[src/rtl/bt_cmd_decoder.sv]
// bt_cmd_decoder: turns UART command bytes into jump/restart strobes and a pause level,
// with a rate-limited jump queue. Define BT_CMD_FRAMING_EN for '#'-prefixed framing with timeout.
module bt_cmd_decoder #(
    parameter int HOLDOFF_CYCLES = 2_500_000,
    parameter int PEND_MAX       = 3,
    parameter int FRAME_TIMEOUT  = 25_000_000
) (
    input  logic       clk,
    input  logic       reset,
    input  logic [7:0] rx_data,
    input  logic       rx_done,
    output logic       jump_pulse,
    output logic       restart_pulse,
    output logic       paused,
    output logic [2:0] pend_cnt,
    output logic [7:0] err_cnt
);

    localparam int HOLD_W = (HOLDOFF_CYCLES > 2) ? $clog2(HOLDOFF_CYCLES) : 1;
    localparam logic [HOLD_W-1:0] HOLD_LOAD = HOLD_W'(HOLDOFF_CYCLES - 1);
    localparam logic [2:0] PEND_LIMIT = 3'(PEND_MAX);

    localparam int N_JUMP  = 3;
    localparam int N_PAIR  = 2;
    localparam logic [N_JUMP*8-1:0] JUMP_CODES    = {8'h31, 8'h6A, 8'h4A};
    localparam logic [N_PAIR*8-1:0] RESTART_CODES = {8'h72, 8'h52};
    localparam logic [N_PAIR*8-1:0] PAUSE_CODES   = {8'h70, 8'h50};

    if (PEND_MAX < 1 || PEND_MAX > 7 || HOLDOFF_CYCLES < 1 || FRAME_TIMEOUT < 1) begin : g_param_check
        $error("bt_cmd_decoder: parameter out of range");
    end

    // ------------------------------------------------------------------
    // rx_done synchronizer, rising-edge detect and byte capture
    // ------------------------------------------------------------------
    logic       s0_reg;
    logic       s1_reg;
    logic       byte_edge;
    logic [7:0] byte_reg;
    logic       byte_valid_reg;

    assign byte_edge = s0_reg & ~s1_reg;

    always_ff @(posedge clk) begin
        if (reset) begin
            s0_reg         <= 1'b0;
            s1_reg         <= 1'b0;
            byte_reg       <= 8'h00;
            byte_valid_reg <= 1'b0;
        end else begin
            s0_reg         <= rx_done;
            s1_reg         <= s0_reg;
            byte_valid_reg <= byte_edge;
            if (byte_edge) begin
                byte_reg <= rx_data;
            end
        end
    end

    // ------------------------------------------------------------------
    // Command classification
    // ------------------------------------------------------------------
    logic [N_JUMP-1:0] jump_hit;
    logic [N_PAIR-1:0] restart_hit;
    logic [N_PAIR-1:0] pause_hit;
    logic              code_jump;
    logic              code_restart;
    logic              code_pause;
    logic              code_null;
    logic              code_unknown;

    genvar gi;
    generate
        for (gi = 0; gi < N_JUMP; gi++) begin : g_jump
            assign jump_hit[gi] = (byte_reg == JUMP_CODES[gi*8 +: 8]);
        end
        for (gi = 0; gi < N_PAIR; gi++) begin : g_restart
            assign restart_hit[gi] = (byte_reg == RESTART_CODES[gi*8 +: 8]);
        end
        for (gi = 0; gi < N_PAIR; gi++) begin : g_pause
            assign pause_hit[gi] = (byte_reg == PAUSE_CODES[gi*8 +: 8]);
        end
    endgenerate

    assign code_jump    = |jump_hit;
    assign code_restart = |restart_hit;
    assign code_pause   = |pause_hit;
    assign code_null    = (byte_reg == 8'h00);
    assign code_unknown = ~(code_jump | code_restart | code_pause | code_null);

    // ------------------------------------------------------------------
    // Optional framing: only the byte following '#' is treated as a command
    // ------------------------------------------------------------------
    logic cmd_valid;
    logic frame_timeout;

`ifdef BT_CMD_FRAMING_EN
    localparam int TMO_W = (FRAME_TIMEOUT > 2) ? $clog2(FRAME_TIMEOUT) : 1;
    localparam logic [TMO_W-1:0] TMO_LAST = TMO_W'(FRAME_TIMEOUT - 1);

    typedef enum logic {
        WAIT_HDR = 1'b0,
        WAIT_CMD = 1'b1
    } frame_state_t;

    frame_state_t     frame_state_reg;
    frame_state_t     frame_state_next;
    logic [TMO_W-1:0] frame_tmr_reg;
    logic [TMO_W-1:0] frame_tmr_next;

    always_ff @(posedge clk) begin
        if (reset) begin
            frame_state_reg <= WAIT_HDR;
            frame_tmr_reg   <= '0;
        end else begin
            frame_state_reg <= frame_state_next;
            frame_tmr_reg   <= frame_tmr_next;
        end
    end

    always_comb begin
        frame_state_next = frame_state_reg;
        frame_tmr_next   = frame_tmr_reg;
        frame_timeout    = 1'b0;
        cmd_valid        = 1'b0;
        case (frame_state_reg)
            WAIT_HDR: begin
                if (byte_valid_reg && byte_reg == 8'h23) begin
                    frame_state_next = WAIT_CMD;
                    frame_tmr_next   = '0;
                end
            end
            WAIT_CMD: begin
                if (byte_valid_reg) begin
                    cmd_valid        = 1'b1;
                    frame_state_next = WAIT_HDR;
                end else if (frame_tmr_reg == TMO_LAST) begin
                    frame_timeout    = 1'b1;
                    frame_state_next = WAIT_HDR;
                end else begin
                    frame_tmr_next = frame_tmr_reg + 1'b1;
                end
            end
            default: begin
                frame_state_next = WAIT_HDR;
            end
        endcase
    end
`else
    assign cmd_valid     = byte_valid_reg;
    assign frame_timeout = 1'b0;
`endif

    logic jump_req;
    logic restart_evt;
    logic pause_toggle;
    logic unknown_evt;

    assign jump_req     = cmd_valid & code_jump;
    assign restart_evt  = cmd_valid & code_restart;
    assign pause_toggle = cmd_valid & code_pause;
    assign unknown_evt  = cmd_valid & code_unknown;

    // ------------------------------------------------------------------
    // Jump scheduler: issue one queued jump, then hold off
    // ------------------------------------------------------------------
    typedef enum logic {
        READY = 1'b0,
        HOLD  = 1'b1
    } sched_state_t;

    sched_state_t      sched_state_reg;
    sched_state_t      sched_state_next;
    logic [HOLD_W-1:0] hold_cnt_reg;
    logic [HOLD_W-1:0] hold_cnt_next;
    logic              issue;
    logic [2:0]        pend_cnt_reg;
    logic [2:0]        pend_cnt_next;
    logic              paused_reg;
    logic              paused_next;
    logic [7:0]        err_cnt_reg;
    logic [7:0]        err_cnt_next;
    logic              jump_pulse_reg;
    logic              restart_pulse_reg;
    logic              req_ok;
    logic              req_drop;
    logic              err_inc;

    always_comb begin
        sched_state_next = sched_state_reg;
        hold_cnt_next    = hold_cnt_reg;
        issue            = 1'b0;
        case (sched_state_reg)
            READY: begin
                if (pend_cnt_reg != 3'd0 && !paused_reg) begin
                    issue = 1'b1;
                    if (HOLDOFF_CYCLES > 1) begin
                        sched_state_next = HOLD;
                        hold_cnt_next    = HOLD_LOAD;
                    end
                end
            end
            HOLD: begin
                // Leaving as the counter reaches zero keeps issues exactly HOLDOFF_CYCLES apart
                if (hold_cnt_reg <= HOLD_W'(1)) begin
                    sched_state_next = READY;
                end
                if (hold_cnt_reg != '0) begin
                    hold_cnt_next = hold_cnt_reg - 1'b1;
                end
            end
            default: begin
                sched_state_next = READY;
            end
        endcase
        if (restart_evt) begin
            sched_state_next = READY;
            hold_cnt_next    = '0;
            issue            = 1'b0;
        end
    end

    always_comb begin
        req_ok   = jump_req & (pend_cnt_reg < PEND_LIMIT);
        req_drop = jump_req & (pend_cnt_reg >= PEND_LIMIT);
        err_inc  = unknown_evt | req_drop | frame_timeout;

        err_cnt_next = err_cnt_reg;
        if (err_inc && err_cnt_reg != 8'hFF) begin
            err_cnt_next = err_cnt_reg + 8'd1;
        end

        if (restart_evt) begin
            pend_cnt_next = 3'd0;
            paused_next   = 1'b0;
        end else begin
            pend_cnt_next = pend_cnt_reg + {2'b00, req_ok} - {2'b00, issue};
            paused_next   = paused_reg ^ pause_toggle;
        end
    end

    always_ff @(posedge clk) begin
        if (reset) begin
            sched_state_reg   <= READY;
            hold_cnt_reg      <= '0;
            pend_cnt_reg      <= 3'd0;
            paused_reg        <= 1'b0;
            err_cnt_reg       <= 8'h00;
            jump_pulse_reg    <= 1'b0;
            restart_pulse_reg <= 1'b0;
        end else begin
            sched_state_reg   <= sched_state_next;
            hold_cnt_reg      <= hold_cnt_next;
            pend_cnt_reg      <= pend_cnt_next;
            paused_reg        <= paused_next;
            err_cnt_reg       <= err_cnt_next;
            jump_pulse_reg    <= issue;
            restart_pulse_reg <= restart_evt;
        end
    end

    assign jump_pulse    = jump_pulse_reg;
    assign restart_pulse = restart_pulse_reg;
    assign paused        = paused_reg;
    assign pend_cnt      = pend_cnt_reg;
    assign err_cnt       = err_cnt_reg;

endmodule

[config.mk]
export PLATFORM = sky130hd
export DESIGN_NAME = bt_cmd_decoder
export DESIGN_NICKNAME = d
export VERILOG_FILES = /design/src/rtl/bt_cmd_decoder.sv
export SDC_FILE = /design/constraint.sdc
export NUM_CORES = 1
export LEC_CHECK = 0
export ABC_AREA = 1
export BUFFER_PORTS_ARGS = -buffer_cell sky130_fd_sc_hd__buf_2
export CAP_MARGIN = 10
export CORE_MARGIN = 2
export CORE_UTILIZATION = 55
export CTS_BUF_LIST = sky130_fd_sc_hd__clkbuf_2 sky130_fd_sc_hd__clkbuf_4 sky130_fd_sc_hd__clkbuf_8
export CTS_CLUSTER_DIAMETER = 40
export DETAILED_ROUTE_END_ITERATION = 10
export PLACE_DENSITY = 0.81
export SLEW_MARGIN = 10
export SYNTH_ARGS = -nofsm -noshare
export SYNTH_HDL_FRONTEND = slang
export SYNTH_SLANG_ARGS = --single-unit
export TNS_END_PERCENT = 5
[constraint.sdc]
create_clock -name clk -period 4.5 [get_ports clk]
set_clock_uncertainty 0.2 [all_clocks]
set_input_delay 0.225 -clock clk [delete_from_list [all_inputs] [get_ports clk]]
set_output_delay 0.225 -clock clk [all_outputs]
set_load 0.05 [all_outputs]
Yosys cells after proc, flatten, opt, wreduce, memory -nomap -nowiden
Cells that the tools add are included.
W data, S select, Z words.
{"block": "totals", "reg_bits": 48, "latch_bits": 0, "ramBits": 0, "rom_bits": 0, "input_bits": 11, "word_cells": 62, "mem_count": 0}
{"block": "op_classes", "addsub": 4, "n_mul": 0, "div": 0, "n_lt_le_gt_ge": 3, "n_eq_ne": 10, "n_shift": 0, "n_mux": 8, "bitwise_logic": 15, "n_reduce_logical": 11}
{"cell": "$eq A8 B7 Y1 const B", "n": 6}
{"cell": "$mux W22", "n": 2}
{"cell": "$pmux W22 S2", "n": 1}
{"cell": "$le A22 B1 Y1 const B", "n": 1}
{"cell": "$reduce_bool A22 Y1", "n": 1}
{"cell": "$sub A22 B1 Y22 const B", "n": 1}
{"cell": "$add A8 B1 Y8 const B", "n": 1}
{"cell": "$eq A8 B6 Y1 const B", "n": 1}
{"cell": "$logic_not A8 Y1", "n": 1}
{"cell": "$ne A8 B8 Y1 const B", "n": 1}
{"cell": "$and A1 B1 Y1", "n": 7}
{"cell": "$reduce_or A2 Y1", "n": 3}
{"cell": "$mux W1", "n": 4}
{"cell": "$or A1 B1 Y1", "n": 4}
{"cell": "$add A3 B1 Y3", "n": 1}
{"cell": "$ge A3 B2 Y1 const B", "n": 1}
{"cell": "$lt A3 B2 Y1 const B", "n": 1}
{"cell": "$not A1 Y1", "n": 3}
{"cell": "$reduce_bool A3 Y1", "n": 1}
{"cell": "$reduce_or A3 Y1", "n": 1}
{"cell": "$sub A3 B1 Y3", "n": 1}
{"cell": "$logic_and A1 B1 Y1", "n": 2}
{"cell": "$ne A2 B1 Y1 const B", "n": 1}
{"cell": "$ne A2 B2 Y1 const B", "n": 1}
{"cell": "other kinds (4)", "n": 4}

Logic depth before layout (Yosys ltp)
Gate-level depths: netlist of run 1.
{"block": "logic_depth", "depth_word": 9, "mapped_depth": 13}

Worst setup path after synthesis of run 1
OpenSTA, ideal clock, no wires.
{"block": "synth_timing", "kind": "register to register", "startpoint": "reg pend_cnt_reg[2], in the netlist pend_cnt[2]", "endpoint": "reg pend_cnt_reg[2], in the netlist pend_cnt[2]", "setup_ps": 119, "t_arrival_ps": 2213, "path_slack_ps": 1968, "path_stages_with_launch": 11, "path_buffers": 0, "synth_period_minus_slack_ps": 2532, "cell_sequence": "dfxtp_1 -> inv_1 -> ha_1 -> a21oi_1 -> nand3_1 -> ha_1 -> inv_1 -> ha_1 -> fa_1 -> xnor2_1 -> nor2_1"}
{"block": "synth_between", "elab_chain_len": 6, "elab_cells_between_ends": 9, "classes_between": "add/sub (2); order compare (1); mux (3); bitwise (1); reduce/logical (2)"}
{"element": "start, declared", "line_no": "177", "rtl": "logic [2:0] pend_cnt_reg;"}
{"element": "start signal, assigned", "line_no": "254", "rtl": "pend_cnt_reg <= pend_cnt_next;"}
{"element": "branches (longest 5 deep; another with $lt A3 B2 Y1)"}
{"element": "$sub A3 B1 Y3 (*)", "line_no": "237", "rtl": "pend_cnt_next = pend_cnt_reg + {2'b00, req_ok} - {2'b00, issue};"}
Mark *: on every way between the ends.
A chain may end at the register's enable or synchronous reset.

Worst setup path after layout of run 1
{"block": "layout_timing", "startpoint": "reg sched_state_reg", "endpoint": "reg pend_cnt_reg[2], in the netlist pend_cnt[2]"}
{"block": "layout_between", "elab_chain_len": 3}
{"element": "start, declared", "line_no": "172", "rtl": "sched_state_t sched_state_reg;"}
{"element": "start signal, assigned", "line_no": "252", "rtl": "sched_state_reg <= sched_state_next;"}
{"element": "$mux W1", "line_no": "193", "rtl": "case (sched_state_reg)"}
{"element": "$mux W1", "line_no": "216", "rtl": "if (restart_evt) begin"}
{"element": "via issue", "line_no": "176", "rtl": "logic issue;"}
{"element": "$sub A3 B1 Y3", "line_no": "237"}
The timed path passes the listed nets, and every way through them passes these cells.

==> results of run 1 <==
## power groups by stage
stage / registers, W / logic, W / clock network, W
floorplan: 0.000637 / 0.000736 / 0
global placement: 0.000618 / 0.000875 / 0
detailed placement: 0.000621 / 0.000891 / 0
CTS: 0.000611 / 0.000905 / 0.000284
global route: 0.000630 / 0.00103 / 0.000293
finish: 0.000615 / 0.000910 / 0.000281
## per-layer routing
metal	vias to the layer above	track usage	part of all wire
li1	1331	-	-
met1	1182	0.310	0.49
met2	47	0.355	0.46
met3	7	0.0528	0.041
met4	0	0.0646	0.014
met5	-	0	0
## worst paths after layout
path | end | from | slack, ns
max | pend_cnt[2]$_SDFF_PP0_ | sched_state_reg$_SDFF_PP0_ | 1.77
max reg2reg | pend_cnt[2]$_SDFF_PP0_ | sched_state_reg$_SDFF_PP0_ | 1.77
min reg2reg | s1_reg$_SDFF_PP0_ | s0_reg$_SDFF_PP0_ | 0.24
min | byte_reg[7]$_SDFFE_PP0P_ | rx_data[7] | 0.03
## cell type report
| class | count | area (um2) | area share |
|---|---|---|---|
| clock buffer | 7 | 96.3 | 0.0320 |
| inverter | 35 | 136 | 0.0453 |
| multi-input combinational | 307 | 1540 | 0.510 |
| sequential | 48 | 961 | 0.319 |
| tap | 67 | 83.8 | 0.0278 |
| timing repair buffer | 32 | 198 | 0.0657 |
## worst max-delay path: cells and delay by family, from the launching register on
family | cells | cell delay (ns)
buffers and inverters | 4 | 0.44
adder cells (fa/ha/maj) | 3 | 0.83
XOR/XNOR | 1 | 0.15
AND/OR/NAND/NOR | 3 | 0.42
flip-flops | 1 | 0.57
## what timing repair did
| item | in CTS | in global routing |
|---|---|---|
| gates resized for setup | 0 | 0 |
| endpoints found under the hold margin | 7 | 0 |
| buffers inserted | 0 | 0 |
| hold buffers | 7 | 0 |
## per-stage QoR
| stage | total power, W | cell area [um2] | util | setup WS [ns] |
|---|---|---|---|---|
| floorplan | 0.00137 | 2690 | - | 1.97 |
| global placement | 0.00149 | 2840 | 0.602 | 1.92 |
| detailed placement | 0.00151 | 2840 | 0.602 | 1.81 |
| CTS | 0.00180 | 3010 | 0.637 | 1.78 |
| global route | 0.00196 | 3010 | 0.637 | 1.55 |
| finish | 0.00181 | 3010 | 0.637 | 1.77 |
## placed cells by master (no fill, tap or decap)
cell           count
buf_2             24
nand3b_4           1
xnor2_1            5
nand2_1           93
nor3_1             1
buf_4              1
inv_6              1
nor2_4             2
dlygate4sd3_1      7
nand2_2            3
a21oi_2            5
nand4_1            8
inv_1             34
xor2_1            10
a21oi_1           33
fa_1               1
clkbuf_8           7
dfxtp_1           48
nand2_4            2
o21ai_0           12
nand3_1           28
and2_1             1
ha_1               7
and3_1             1
o31ai_1            2
nor2_1            82
or2_0              1
nand3b_1           1
nor2_2             6
o22ai_1            1
or2_2              1
## logic make-up after synthesis
logic type                 count (synthesis)  synth area share
AOI/OAI and AO/OA                         53             0.108
xor gates and xnor gates                  15            0.0488
buffers and inverters                     44            0.0730
and+or+nand+nor                          231             0.374
adders and majority gates                  8            0.0400
DFF                                       48             0.357
==> flow_metrics.tcl, run 1 <==
set metrics [dict create \
    outcome "finished clean" \
    clock_sinks 48 \
    critPathKind "reg2reg" \
    drive_gt1_frac 0.124 \
    hold_path.class "in2reg" \
    synth_top_cell_by_area "dfxtp_1" \
    hold_violations 0 \
    cts_buffers 5 \
    cp.arrival_ns 2.72 \
    crit_top_cell "inv_1" \
    synth_edf_count 0 \
    dp_cells 482 \
    period_minus_slack_ns 2.73 \
    grt_max_degree 23 \
    synth.area.top_cells "dfxtp_1, nand2_1, nor2_1" \
    drc 0 \
    cts_tree "yes" \
    avgSynthCellArea_um2 6.75 \
    yosysWarnings 0 \
    relSlewSlack 0.659 \
    grt-ovfl-total 0 \
    ys.flop_type "dfxtp_1" \
    hold_ws_ns 0.0256 \
    fmax_mhz 366 \
    core_area_um2 4720 \
    p_leak_nw 1.38 \
    grt_usage 0.225 \
    fin_tns_setup_ns 0 \
    clk_latency_ns 0.31 \
    net-switching-power_w 0.000854 \
    intPower_w 0.000952 \
    r2r_cells 11 \
    synth_nets 418 \
    num_vias 2567 \
    vias_per_cell 5.18 \
    grt_pass1_vias 2244 \
    ir_drop_mv 0.420 \
    syn-instance-count 399 \
    routed_wl_um 5770 \
    crit_chain "inv_1 > nand2_1 > inv_1 > nand2_1 > inv_1 > ha_1 > inv_1 > ha_1 > fa_1 > xnor2_1 > nor2_1" \
    grt_pass1_wl_um 9760 \
    fp.dieH_um 74.0 \
    hpwl_um 4090 \
    max_stage_delay_ns 0.57 \
    die-area_um2 5470 \
    gp_congestion 0.891 \
    max_slew.worst_pin.slew_ns 0.510 \
    start_util 0.570 \
    period_share 0.607 \
    comb_power_share 0.504 \
    die_w_um 74.0 \
    pwr-share-clk 0.156 \
    clockRootBuffer "clkbuf_8" \
    synth_seq_cells 48 \
    rsz0062_at_grt "false" \
    ys_seq_area_frac 0.357 \
    crit_slowest_cell "dfxtp_1" \
    p_per_area_nw_per_um2 600 \
    yosysTopAreaCellShare 0.357 \
    postRouteAntennaNets 0 \
    critPathMaxFanout 11 \
    yosysUniqueCellTypes 30 \
    fin_nets 448 \
    yosysMostFrequentCell "nand2_1" \
    startpoint_type "flip-flop" \
    n_antenna_cell 0 \
    rows 25 \
    required_ns 4.49 \
    setup_viol 0 \
    path_clk_slew_ns 0.09 \
    holdPathStages 3 \
    end_kind "flip-flop" \
    cts_buffer_depth 2 \
    yosys-top-cells-count "nand2_1, nor2_1, dfxtp_1" \
    area_growth_pct 11.8 \
    stdcell_count 496 \
    first_pass_iters 4 \
    largest_reg_flops 22 \
    async_reset_ff_frac 0 \
    p_seq_frac 0.340 \
    pin_count 25 \
    port_buffers 24 \
    avgRoutedWirePerCell_um 11.6 \
    htree_levels 2 \
    drtIter0Drc 229 \
    antenna_found_initial 0 \
    finalMaxSlewViolations 0 \
    drv_cap 0 \
    mappedNetlistArea_um2 2690 \
    n_fill_cell 425 \
    swShare 0.473 \
]
(Power assumes the default switching activity.)
==> inputs of run 2 (changes only) <==
- ABC_AREA: 1 -> 0
- clock period: 4.5 -> 2.75 ns (I/O delays scaled with it)
==> run 2 against run 1 <==
  * Register-to-register slack got worse by 1.6 ns
  * Maximum frequency grew 5.5%
  * Die area decreased by 13%
  * Cell area down 9.4%
  * Sequential share of layout area is 3.4 points higher
  * Sequential power increased by 61%
  * Combinational power increased by 21%
  * Power rose by 42%
  * Critical path depth fell by 1
  * Hold slack improved by 0.0085 ns
  * Via count fell by 24%
  * Critical endpoint unchanged
  * Largest cell class unchanged
  * Largest power group unchanged
==> flow_metrics.tcl, run 2 <==
set metrics [dict create \
    outcome "finished clean" \
    synth_seq_cells 48 \
    design_area_um2 2730 \
    port_buffers 24 \
    hold_violations 0 \
    hold_path.class "in2reg" \
    post_dp_cell_area_um2 2530 \
    grt_pass1_wl_um 7910 \
    finish.utilization 0.677 \
    cts_buffers 5 \
    fmax_mhz 387 \
    postCtsSetupBuffers 0 \
    finalMaxSlewViolations 0 \
    cts_tree "yes" \
    worst_slack_ns 0.163 \
    yosys-top-cells-count "dfxtp_1, nor2_1, xor2_1" \
    core_area_um2 4030 \
    antenna_found_initial 0 \
    p_leak_nw 1.11 \
    stdcell_count 352 \
    max_stage_delay_ns 0.51 \
    period_share 0.941 \
    net-switching-power_w 0.000986 \
    synth_top_cell_by_area "dfxtp_1" \
    pwr-share-clk 0.187 \
    fp.dieH_um 69.0 \
    critPathMaxFanout 5 \
    swShare 0.384 \
    dpl_worst_slack_ns 0.0918 \
    p_seq_frac 0.386 \
    rows 23 \
    avgRoutedWirePerCell_um 13.1 \
    clk_latency_ns 0.30 \
    grt_max_degree 23 \
    gp_congestion 0.826 \
    ys_seq_area_frac 0.414 \
    num_vias 1945 \
    end_kind "flip-flop" \
    crit_top_cell "ha_1" \
    htree_levels 2 \
    largest_reg_flops 22 \
    clockRootBuffer "clkbuf_8" \
    cp.arrival_ns 2.56 \
    async_reset_ff_frac 0 \
    max_slew.worst_pin.slew_ns 0.882 \
    yosysMostFrequentCell "dfxtp_1" \
    pin_count 25 \
    yosysWarnings 0 \
    ir_drop_mv 0.389 \
    hpwl_um 3290 \
    regArea_um2 963 \
    drive_gt1_frac 0.159 \
    yosysUniqueCellTypes 42 \
    synth.area.top_cells "dfxtp_1, xor2_1, nor2_1" \
    period_minus_slack_ns 2.59 \
    first_pass_iters 4 \
    fin_tns_setup_ns 0 \
    synth_nets 283 \
    mappedNetlistArea_um2 2320 \
    drtIter0Drc 93 \
    cp_top_family "adder cells" \
    yosysTopAreaCellShare 0.414 \
    multi_input_area_um2 1290 \
    die_w_um 69.0 \
    crit_slowest_cell "or4_4" \
    critPathBufInv 1 \
    comb_power_share 0.428 \
    path_clk_slew_ns 0.08 \
    layout_commonest_cell "dfxtp_1" \
    clock_sinks 48 \
    dp_cells 337 \
    p_per_area_nw_per_um2 940 \
    drc 0 \
    area_growth_pct 17.5 \
    relSlewSlack 0.411 \
    fin_nets 322 \
    ys.flop_type "dfxtp_1" \
    synth_edf_count 0 \
    drv_cap 0 \
    start_util 0.576 \
    required_ns 2.72 \
    grt_pass1_vias 1855 \
    postRouteAntennaNets 0 \
    rsz0062_at_grt "false" \
    cts_buffer_depth 2 \
    n_fill_cell 328 \
    final_cell_mix "dfxtp_1, nor2_1, buf_2" \
    intPower_w 0.00158 \
    crit_chain "nand2b_1 > or4_4 > a21oi_1 > nand2_1 > ha_1 > inv_1 > ha_1 > fa_1 > xnor2_1 > nor2_1" \
    n_antenna_cell 0 \
    die-area_um2 4760 \
    startpoint_type "flip-flop" \
    routed_wl_um 4600 \
    grt-ovfl-total 0 \
    syn-instance-count 264 \
    vias_per_cell 5.53 \
    avgSynthCellArea_um2 8.80 \
    setup_viol 0 \
    grt_usage 0.223 \
    critPathKind "reg2reg" \
]
-- run 2: cell types whose count changed after synthesis, sizes merged, moves of 9 or more --
cell   delta
nor2     -51
nor3     +11
mux2i     +9
nand3    -18
a21oi    -22
xor2     +10
nand2    -89
inv      -25
-- run 2: kinds of logic (layout without fill, tap and decap cells) --
family,after synthesis,count (layout),share of synthesized area
XOR/XNOR,22,22,0.0830
buffers and inverters,20,58,0.0329
flip-flops,48,48,0.414
adder cells (fa/ha/maj),8,8,0.0463
AO/OA/AOI/OAI,36,36,0.0997
AND/OR/NAND/NOR,120,120,0.281
multiplexers,10,10,0.0436
-- run 2: repair_timing --
item | 4_1_cts | 5_1_grt
hold buffers | 9 | 0
endpoints found under the hold margin | 9 | 0
gates resized for setup | 0 | 3
setup endpoints to repair | 0 | 2
-- run 2: metrics by stage --
stage	total power [W]	hold slack, ns
final	0.00256	0.0341
after global routing	0.00276	0.0606
after CTS	0.00258	0.0259
after detailed placement	0.00208	0.158
after global placement	0.00206	0.147
after floorplan	0.00181	0.0166
-- run 2: path summary, 6_finish.rpt --
check	startpoint	endpoint	slack, ns	cells after the start
worst max-delay path	byte_reg[3]$_SDFFE_PP0P_	pend_cnt[2]$_SDFF_PP0_	0.16	10
worst min-delay path	reset	err_cnt[1]$_SDFFE_PP0P_	0.03	2
worst max register to register	byte_reg[3]$_SDFFE_PP0P_	pend_cnt[2]$_SDFF_PP0_	0.16	10
worst min register to register	s1_reg$_SDFF_PP0_	byte_valid_reg$_SDFF_PP0_	0.22	1
-- run 2: per-layer routing --
layer  track usage  up-vias  routed length [um]
li1              -     1010                   -
met1         0.275      901                2320
met2         0.367       25                2090
met3        0.0552        9                 127
met4        0.0956        0                  73
met5             0        -                   0
-- run 2: final cells by class --
cell class | instances | area share
multi-input cells | 196 | 0.472
flip-flops and latches | 48 | 0.353
repair buffers | 42 | 0.102
clock buffers | 5 | 0.0252
well taps | 50 | 0.0229
inverters | 10 | 0.0138
clock inverters | 1 | 0.0110
-- run 2: power by group through the flow --
stage                     registers (W)  logic [W]  clock network [W]
final                          0.000989    0.00110           0.000479
after floorplan                 0.00105   0.000762                  0
after global placement         0.000992    0.00106                  0
after global routing            0.00101    0.00123           0.000516
after detailed placement        0.00100    0.00108                  0
after CTS                      0.000988    0.00110           0.000493
==> inputs of run 3 (changes only) <==
- CORE_ASPECT_RATIO: default -> 0.6
==> run 3 against run 2 <==
  * Die area increased by 0.35%
  * Via count rose by 3.0%
  * Global-route usage up 0.83 points
  * Critical path depth fell by 4
  * Worst setup slack worse by 0.0063 ns
  * Largest cell class unchanged
  * Sequential share of layout area shrank 0.38 points
==> flow_metrics.tcl, run 3 (synthesis gave the netlist of run 2 again) <==
set metrics [dict create \
    outcome "finished clean" \
    wl_met1_um 2590 \
    first_pass_iters 4 \
    core_area_um2 4080 \
    hpwl_um 3670 \
    hp-start "reset" \
    crit-reg2reg-launch "hold_cnt_reg[5]$_SDFFE_PP0P_" \
    clk_latency_ns 0.30 \
    relSlewSlack 0.611 \
    rows 18 \
    net-switching-power_w 0.00104 \
    crit_top_cell "or4_1" \
    grt_pass1_vias 1750 \
    layout_commonest_cell "dfxtp_1" \
    critPathMaxFanout 6 \
    critPathBufInv 0 \
    hold_path.class "in2reg" \
    n_fill_cell 331 \
    crit_slowest_cell "or4_1" \
    avgRoutedWirePerCell_um 13.9 \
    fin_tns_setup_ns 0 \
    routed_wl_um 5080 \
    grt_pass1_wl_um 8250 \
    swShare 0.405 \
    die-area_um2 4770 \
    max_slew.worst_pin.slew_ns 0.584 \
    drc 0 \
    start_util 0.570 \
    gp_congestion 0.835 \
    fmax_mhz 386 \
    final_cell_mix "dfxtp_1, nor2_1, buf_2" \
    drtIter0Drc 84 \
    design_area_um2 2760 \
    regArea_um2 963 \
    ir_drop_mv 0.618 \
    end_kind "flip-flop" \
    drv_cap 0 \
    clockRootBuffer "clkbuf_8" \
    cp_top_family "simple AND/OR/NAND/NOR gates" \
    period_minus_slack_ns 2.59 \
    crit_start "hold_cnt_reg[5]$_SDFFE_PP0P_" \
    largest_reg_flops 22 \
    critPathKind "reg2reg" \
    intPower_w 0.00153 \
    post_dp_cell_area_um2 2560 \
    drive_gt1_frac 0.176 \
    postCtsSetupBuffers 0 \
    path_clk_slew_ns 0.09 \
    startpoint_type "flip-flop" \
    n_antenna_cell 0 \
    fp.dieH_um 54.3 \
    p_seq_frac 0.385 \
    pin_count 25 \
    highest_layer "met4" \
    grt-ovfl-total 0 \
    route.met3.wl_um 358 \
    antenna_found_initial 0 \
    area_growth_pct 18.8 \
    p_per_area_nw_per_um2 933 \
    vias_per_cell 5.48 \
    port_buffers 24 \
    comb_power_share 0.444 \
    multi_input_area_um2 1300 \
    die_w_um 87.9 \
    htree_levels 2 \
    postRouteAntennaNets 0 \
    wl_met2_um 2070 \
    clock_sinks 48 \
    grt_usage 0.231 \
    max_stage_delay_ns 0.64 \
    finalMaxSlewViolations 0 \
    setup_viol 0 \
    num_vias 2004 \
    cts_buffer_depth 2 \
    hold_violations 0 \
    fin_nets 324 \
    rsz0062_at_grt "false" \
    grt_max_degree 23 \
    cts_buffers 5 \
    cts_tree "yes" \
    required_ns 2.78 \
    pwr-share-clk 0.171 \
    crit_chain "or4_1 > or3_4 > a31oi_4 > nand4b_2 > or4_1 > a31oi_1" \
    p_leak_nw 1.12 \
    period_share 0.943 \
    cp.arrival_ns 2.62 \
]
[run 3: final timing paths]
check | to | slack (ns) | cells past startpoint
worst max-delay path | hold_cnt_reg[21]$_SDFFE_PP0P_ | 0.16 | 6
worst min-delay path | byte_reg[4]$_SDFFE_PP0P_ | 0.04 | 2
worst max register to register | hold_cnt_reg[21]$_SDFFE_PP0P_ | 0.16 | 6
worst min register to register | byte_valid_reg$_SDFF_PP0_ | 0.22 | 1
[run 3: power groups by stage]
stage               Clock (W)  Combinational (W)  Sequential, W
finish               0.000441            0.00114       0.000990
detailed placement          0            0.00111       0.000999
CTS                  0.000448            0.00113       0.000986
global placement            0            0.00108       0.000999
floorplan                   0           0.000762        0.00105
global route         0.000476            0.00127        0.00101
[run 3: metal layers]
metal  vias to the layer above  global-route usage
li1                       1015                   -
met1                       924               0.332
met2                        57               0.332
met3                         8              0.0664
met4                         0              0.0769
met5                         -                   0
[run 3: repair_timing]
action / in CTS / in global routing
hold endpoints to repair: 9 / 0
hold buffers: 9 / 0
endpoints found under the setup margin: 0 / 7
gates resized for setup: 0 / 6
[run 3: area by class of cell]
| type | count | share of cell area |
|---|---|---|
| Inverter | 10 | 0.0136 |
| Multi-Input combinational cell | 196 | 0.470 |
| Tap cell | 60 | 0.0272 |
| Timing Repair Buffer | 44 | 0.106 |
| Clock buffer | 6 | 0.0299 |
| Sequential cell | 48 | 0.349 |
| Clock inverter | 2 | 0.00363 |
[run 3: per-stage QoR]
stage          total power, W  setup WS, ns   util  hold slack (ns)  instances
2_1_floorplan         0.00181       0.00750      -           0.0166        264
3_3_place_gp          0.00208         0.164  0.628            0.153        349
3_5_place_dp          0.00211        0.0865  0.628            0.162        349
4_1_cts               0.00257        0.0675  0.673           0.0199        366
5_1_grt               0.00276        0.0194  0.677           0.0422        366
6_report              0.00257         0.157  0.677           0.0409        366
